**src/rtl/audio_i2s_tx.sv**
```systemverilog
// Stereo I2S transmitter: one-deep holding register per channel, BCLK/LRCK
// mastered from clk, MSB one bit after each LRCK edge, saturating underflow count.
module audio_i2s_tx #(
  parameter int BCLK_HALF = 8
) (
  input  logic        clk,
  input  logic        reset_n,
  input  logic        enable,
  input  logic [15:0] L_DATA,
  input  logic        L_VALID,
  output logic        L_READY,
  input  logic [15:0] R_DATA,
  input  logic        R_VALID,
  output logic        R_READY,
  input  logic        underflow_clr,
  output logic [15:0] underflow_cnt,
  output logic        AUD_BCLK,
  output logic        AUD_DACLRCK,
  output logic        AUD_DACDAT
);

  localparam int DIV_W = (BCLK_HALF > 1) ? $clog2(BCLK_HALF) : 1;
  localparam logic [DIV_W-1:0] DIV_LAST = DIV_W'(BCLK_HALF - 1);

  logic [DIV_W-1:0] div_cnt_reg, div_cnt_next;
  logic             bclk_reg, bclk_next;
  logic [5:0]       bit_cnt_reg, bit_cnt_next;
  logic             lrck_reg, lrck_next;
  logic             dacdat_reg, dacdat_next;
  logic [15:0]      shift_reg, shift_next;
  logic [15:0]      ucnt_reg, ucnt_next;

  logic        tick;
  logic        fall_evt;
  logic [5:0]  bit_cnt_inc;
  logic        load_evt;
  logic        load_ch;
  logic        underflow_evt;

  logic [15:0] in_data [2];
  logic [1:0]  in_valid;
  logic [1:0]  ready_vec;
  logic [1:0]  full_vec;
  logic [15:0] hold_vec [2];

  assign in_data[0] = L_DATA;
  assign in_data[1] = R_DATA;
  assign in_valid   = {R_VALID, L_VALID};
  assign L_READY    = ready_vec[0];
  assign R_READY    = ready_vec[1];

  assign tick        = enable && (div_cnt_reg == DIV_LAST);
  assign fall_evt    = tick && bclk_reg;
  assign bit_cnt_inc = bit_cnt_reg + 6'd1;
  assign load_evt    = fall_evt && (bit_cnt_inc[4:0] == 5'd0);
  assign load_ch     = bit_cnt_inc[5];
  // Loads look at the pre-edge full flag, so a same-edge accept lands in the next slot.
  assign underflow_evt = load_evt && !full_vec[load_ch];

  genvar gi;
  generate
    for (gi = 0; gi < 2; gi++) begin : g_ch
      logic        full_reg, full_next;
      logic [15:0] hold_reg, hold_next;
      logic        load_sel;

      assign ready_vec[gi] = !full_reg && enable;
      assign load_sel      = load_evt && (load_ch == 1'(gi));
      assign full_vec[gi]  = full_reg;
      assign hold_vec[gi]  = hold_reg;

      always_comb begin
        full_next = full_reg;
        hold_next = hold_reg;
        if (in_valid[gi] && ready_vec[gi]) begin
          full_next = 1'b1;
          hold_next = in_data[gi];
        end else if (load_sel) begin
          full_next = 1'b0;
        end
      end

      always_ff @(posedge clk or negedge reset_n) begin
        if (!reset_n) begin
          full_reg <= 1'b0;
          hold_reg <= '0;
        end else begin
          full_reg <= full_next;
          hold_reg <= hold_next;
        end
      end
    end
  endgenerate

  always_comb begin
    div_cnt_next = div_cnt_reg;
    bclk_next    = bclk_reg;
    bit_cnt_next = bit_cnt_reg;
    lrck_next    = lrck_reg;
    dacdat_next  = dacdat_reg;
    shift_next   = shift_reg;
    if (enable) begin
      div_cnt_next = tick ? '0 : div_cnt_reg + 1'b1;
    end
    if (tick) begin
      bclk_next = ~bclk_reg;
    end
    if (fall_evt) begin
      bit_cnt_next = bit_cnt_inc;
      lrck_next    = bit_cnt_inc[5];
      if (load_evt) begin
        shift_next  = full_vec[load_ch] ? hold_vec[load_ch] : 16'h0000;
        dacdat_next = 1'b0;
      end else if (bit_cnt_inc[4:0] <= 5'd16) begin
        dacdat_next = shift_reg[15];
        shift_next  = {shift_reg[14:0], 1'b0};
      end else begin
        dacdat_next = 1'b0;
      end
    end
  end

  always_comb begin
    ucnt_next = ucnt_reg;
    if (underflow_clr) begin
      ucnt_next = 16'h0000;
    end else if (underflow_evt && (ucnt_reg != 16'hFFFF)) begin
      ucnt_next = ucnt_reg + 16'd1;
    end
  end

  always_ff @(posedge clk or negedge reset_n) begin
    if (!reset_n) begin
      div_cnt_reg <= '0;
      bclk_reg    <= 1'b0;
      bit_cnt_reg <= 6'd63;
      lrck_reg    <= 1'b1;
      dacdat_reg  <= 1'b0;
      shift_reg   <= '0;
      ucnt_reg    <= '0;
    end else begin
      div_cnt_reg <= div_cnt_next;
      bclk_reg    <= bclk_next;
      bit_cnt_reg <= bit_cnt_next;
      lrck_reg    <= lrck_next;
      dacdat_reg  <= dacdat_next;
      shift_reg   <= shift_next;
      ucnt_reg    <= ucnt_next;
    end
  end

  assign AUD_BCLK      = bclk_reg;
  assign AUD_DACLRCK   = lrck_reg;
  assign AUD_DACDAT    = dacdat_reg;
  assign underflow_cnt = ucnt_reg;

endmodule

```
**config.mk**
```make
export PLATFORM = sky130hd
export DESIGN_NAME = audio_i2s_tx
export DESIGN_NICKNAME = d
export VERILOG_FILES = /design/src/rtl/audio_i2s_tx.sv
export SDC_FILE = /design/constraint.sdc
export NUM_CORES = 1
export LEC_CHECK = 0
export CAP_MARGIN = 5
export CORE_MARGIN = 4
export CORE_UTILIZATION = 30
export DETAILED_ROUTE_END_ITERATION = 16
export HOLD_SLACK_MARGIN = 0.05
export PLACE_DENSITY = 0.49
export SYNTH_ARGS = -nofsm -noshare
export SYNTH_HDL_FRONTEND = slang
export SYNTH_SLANG_ARGS = --single-unit
```
**constraint.sdc**
```tcl
create_clock -name clk -period 7 [get_ports clk]
set_input_delay 1.4 -clock clk [delete_from_list [all_inputs] [get_ports clk]]
set_output_delay 1.4 -clock clk [all_outputs]
set_load 0.1 [all_outputs]
```
==> impl_metrics.toml, run 1 <==
[sta]
hold_violations = 0
worstMarginPinSlew_ps = 1140
timing.slew.headroom_pct = 23.98
rsz0062_at_grt = "false"
finalSetupViolations = 0
period_share_pct = 68.52
fmax_ghz = 0.2085
layout_min_cycle_time_ps = 4797
slew_violations = 0
finClkSkew_ps = 8.369
whs_ps = 486.8
fin_setup_tns_ps = 0

[floorplan]
start_util_pct = 30.55
dieHeight_um = 121.1
die_area_um2 = 14670
row_count = 41
coreArea_um2 = 12570
num_io_pins = 59
die_w_um = 121.1

[placed_design]
numPortBuffers = 58
place_congestion = 0.7088
hpwlAfterDp_um = 5565
dpl-instance-area_um2 = 4536

[power]
power.leakage_uw = 0.001934
switchingPower_uw = 373.0
intPower_uw = 983.3
power_frac_comb_pct = 19.6
clkPwrFrac_pct = 35.2
swShare_pct = 27.50
power_density_nw_per_um2 = 279.9
vdd_ir_drop_max_mv = 0.1086
power_frac_seq_pct = 45.2

[synth]
synth-seq-cells = 77
ys_types = 43
synth-edff-count = 0
synth.avg_cell_area_um2 = 10.46
synth_area_um2 = 3840
ys.flop_type = "dfrtp_1"
yosysWarnings = 0
async_reset_ff_share_pct = 100.0
ys_seq_area_share_pct = 50.37
syn_inst = 367
synth_fp_nets = 409

[worst_setup_path]
critPathRequiredTime_ps = 5600
cp_max_fo = 10
start_kind = "input pin"
crit_type = "input pin to primary output"
arrival_ps = 3400
end_kind = "primary output"

[clock_network]
clkSinkCount = 77
insertion_delay_ps = 330
cts_max_path_buffers = 2
h-tree-depth = 3
tritoncts = "yes"
cts_buffers = 9
ctsResizeCount = 0
clkTransAtPathRegs_ps = 60
cts_hold_buf = 0
post_cts_buffers = 0
clockRootBuffer = "clkbuf_16"

[final_layout]
regArea_um2 = 1934
multiInputGateArea_um2 = 1770
diodes = 0
drive_gt1_share_pct = 19.38
nets = 455
fillerInstances = 1271
fin_area_um2 = 4846
area_delta_synth_final_pct = 26.20
largest_register_ff_count = 32

[run_status]
outcome = "complete, no violations"

[global_route]
antenna_found_initial = 0
grt_overflow = 0
grt_max_degree = 78
groute.usage.overall_pct = 12.22
grt_pass1_vias = 2919
grt_pass1_wl_um = 14320

[hold_path]
hold_path_class = "flop to flop"

[routing]
drtIter0Drc = 145
drc = 0
vias_per_cell = 4.839
first_pass_iters = 4
ant_nets = 0
drt-total-wl_um = 8560
vias = 2855
wire_per_inst_um = 14.51

[job]
drv_cap = 0
[per-layer routing]
metal	vias to the layer above	wire [um]	track usage, %
li1	1402	-	-
met1	1400	4213	17.35
met2	42	3896	18.10
met3	11	289	2.331
met4	0	161	5.462
met5	-	0	0
[cell usage after synthesis, types with 4 or more instances]
master | number | area, um2
or4_1 | 9 | 67.56
nor2_1 | 10 | 37.54
mux2_2 | 52 | 585.6
o31ai_1 | 7 | 52.55
o21ai_0 | 6 | 30.03
nand2_1 | 84 | 315.3
inv_1 | 6 | 22.52
clkbuf_1 | 19 | 71.32
ha_1 | 4 | 50.05
o221ai_1 | 15 | 131.4
dfstp_2 | 6 | 157.7
xnor2_1 | 7 | 61.31
dfrtp_1 | 71 | 1777
a21oi_1 | 10 | 50.05
nor2b_1 | 6 | 37.54
nand3_1 | 12 | 60.06
nand4_1 | 4 | 25.02
[area by class of cell]
cell class                 instances  area share [%]
inverter                           6          0.4648
timing repair buffer              60           12.24
clock buffer                      10           4.932
sequential                        77           39.92
clock inverter                     6           1.472
tap                              172           4.441
multi-input combinational        259           36.54
[kinds of logic (layout without fill, tap and decap cells)]
family | after synthesis | in the layout | share of synthesized area [%]
buffers and inverters | 31 | 82 | 3.617
adder cells (fa/ha/maj) | 4 | 4 | 1.303
AO/OA/AOI/OAI | 50 | 50 | 9.710
AND/OR/NAND/NOR | 143 | 143 | 17.40
multiplexers | 54 | 54 | 15.77
XOR/XNOR | 8 | 8 | 1.825
flip-flops | 77 | 77 | 50.37
[path summary, 6_finish.rpt]
kind | cells past startpoint | slack [ps] | end | startpoint
max | 3 | 2200 | R_READY | enable
min | 2 | 490 | AUD_DACDAT | AUD_DACDAT
max reg2reg | 7 | 4220 | underflow_cnt[2] | underflow_cnt[1]
min reg2reg | 2 | 490 | AUD_DACDAT | AUD_DACDAT
max in group asynchronous | 1 | 5130 | underflow_cnt[7] | reset_n
min in group asynchronous | 1 | 1220 | g_ch[0].hold_reg[3] | reset_n
[power by group through the flow]
stage / clock network [uW] / logic (uW) / registers, uW
6_report: 478 / 266 / 612
5_1_grt: 510 / 302 / 625
2_1_floorplan: 0 / 192 / 613
3_3_place_gp: 0 / 264 / 618
4_1_cts: 491 / 273 / 614
3_5_place_dp: 0 / 270 / 621
[placed cells by master, fill, tap and decap left out, types with 7 or more instances in the layout]
cell	count
clkbuf_16	9
dfrtp_1	71
mux2_2	52
nand2_1	84
nor2_1	10
clkdlybuf4s50_1	57
o221ai_1	15
nand3_1	12
xnor2_1	7
a21oi_1	10
o31ai_1	7
or4_1	9
[through the flow]
step	power (uW)	instances	util (%)	worst slack [ps]
after global routing	1437	590	38.56	2099
after global placement	882.2	574	36.09	2228
after floorplan	804.8	367	-	2651
after detailed placement	891.5	574	36.09	2186
after CTS	1378	590	38.56	2184
final	1356	590	38.56	2203
[worst max-delay path, cell delays in order]
cell             delay, ps
clkdlybuf4s50_1        620
nor2b_1                210
clkdlybuf4s50_1       1160
Note: power is estimated with default switching activity, not from simulation.
==> run 2: changes to the inputs <==
==> constraint.sdc (replaced) <==
create_clock -name clk -period 4.9 [get_ports clk]
set_input_delay 0.98 -clock clk [delete_from_list [all_inputs] [get_ports clk]]
set_output_delay 0.98 -clock clk [all_outputs]
set_load 0.1 [all_outputs]
==> run 2 against run 1 <==
Against the previous run: cell area shrank 1.4%; setup slack got worse by 580 ps; sequential power rose by 43%; cell count decreased by 0.34%; register-to-register slack worse by 2000 ps; sequential cell count unchanged; die area stayed put.
==> impl_metrics.toml, run 2 (synthesis results as in run 1) <==
[run_status]
outcome = "complete, no violations"

[sta]
period_share_pct = 66.79
whs_ps = 487.8
worstMarginPinSlew_ps = 1184
layout_min_cycle_time_ps = 3273
slew_violations = 0
fin_setup_tns_ps = 0
finalSetupViolations = 0
finClkSkew_ps = 5.219
rsz0062_at_grt = "false"
hold_violations = 0
timing.slew.headroom_pct = 21.04
fmax_ghz = 0.3056

[power]
power.leakage_uw = 0.001913
power_density_nw_per_um2 = 384.0
vdd_ir_drop_max_mv = 0.1624

[placed_design]
place_congestion = 0.7094
hpwlAfterDp_um = 5518
numPortBuffers = 58

[worst_setup_path]
start_kind = "input pin"
crit_family = "simple AND/OR/NAND/NOR gates"
max_stage_delay_ps = 640
critPathRequiredTime_ps = 5120
critPathSlowestCell = "clkdlybuf4s50_1"
arrival_ps = 3490
crit_type = "input pin to flop"
path_cells = "clkdlybuf4s50_1 -> nand3_1 -> a211oi_2 -> nand3_2 -> nor4b_1 -> mux2_2"
cp_max_fo = 27
end_kind = "flop"
cp_num_buf_inv = 1

[routing]
vias = 2797
wire_per_inst_um = 14.61
vias_per_cell = 4.757
drtIter0Drc = 199
dr_wl_met2_um = 3824
routed.top_layer = "met4"
drt-met1-wl_um = 4299
first_pass_iters = 4
wl_met3_um = 283
ant_nets = 0
drt-total-wl_um = 8591
drc = 0

[clock_network]
tritoncts = "yes"
cts_buffers = 9
cts_hold_buf = 0
ctsResizeCount = 0
clkTransAtPathRegs_ps = 60
h-tree-depth = 3
insertion_delay_ps = 330
post_cts_buffers = 0
clkSinkCount = 77
clockRootBuffer = "clkbuf_16"
cts_max_path_buffers = 2

[floorplan]
die_area_um2 = 14670
coreArea_um2 = 12570
die_w_um = 121.1
num_io_pins = 59
row_count = 41
start_util_pct = 30.55
dieHeight_um = 121.1

[job]
drv_cap = 0

[final_layout]
nets = 455
diodes = 0
final_cell_mix = "nand2_1, dfrtp_1, clkdlybuf4s50_1"
final_common_cell = "nand2_1"
drive_gt1_share_pct = 18.99
largest_register_ff_count = 32
area_delta_synth_final_pct = 24.44

[global_route]
antenna_found_initial = 0
groute.usage.overall_pct = 12.62
grt_pass1_wl_um = 14650
grt_pass1_vias = 2855
grt_overflow = 0
grt_max_degree = 78

[hold_path]
hold_path_class = "flop to flop"
run 2: metal layers:
metal,track usage (%),vias up
li1,-,1397
met1,17.57,1345
met2,18.90,42
met3,2.471,13
met4,5.882,0
met5,0,-
run 2: area by class of cell:
type / instances / area (um2)
Sequential cell: 77 / 1934
Timing Repair Buffer: 60 / 588.1
Fill cell: 1256 / 7790
Inverter: 6 / 22.52
Tap cell: 172 / 215.2
Multi-Input combinational cell: 259 / 1770
Clock buffer: 11 / 232.7
Clock inverter: 3 / 15.01
run 2: power by group:
group	total (uW)	switching (uW)	internal (uW)	leakage [uW]
combinational	379	167	211	0.000818
clock	581	247	335	0.000125
sequential	875	94.4	780	0.000969
run 2: stage by stage:
step	util (%)	instances	area, um2	total power (uW)	worst slack, ps
after global placement	36.05	574	4531	1260	1330
final	38.02	588	4778	1835	1627
after floorplan	-	367	3840	1150	1127
after global routing	38.02	588	4778	1951	1392
after detailed placement	36.05	574	4531	1274	1292
after CTS	38.02	588	4778	1865	1631
run 2: final timing paths:
path / from / to / slack (ps) / cells past startpoint
min in group asynchronous: reset_n / g_ch[0].hold_reg[3] / 810 / 1
setup / recovery: enable / underflow_cnt[6] / 1630 / 6
hold / removal: shift_reg[15] / shift_reg[15] / 490 / 2
hold reg to reg: shift_reg[15] / shift_reg[15] / 490 / 2
max in group asynchronous: reset_n / shift_reg[8] / 3460 / 1
setup reg to reg: underflow_cnt[0] / underflow_cnt[2] / 2220 / 7
run 2: tightest hold or removal path: cells and delay by family, from the launching register on:
family           cells  cell delay (ps)
flip-flops           1              340
AO/OA/AOI/OAI        1               60
AND/OR/NAND/NOR      1               50
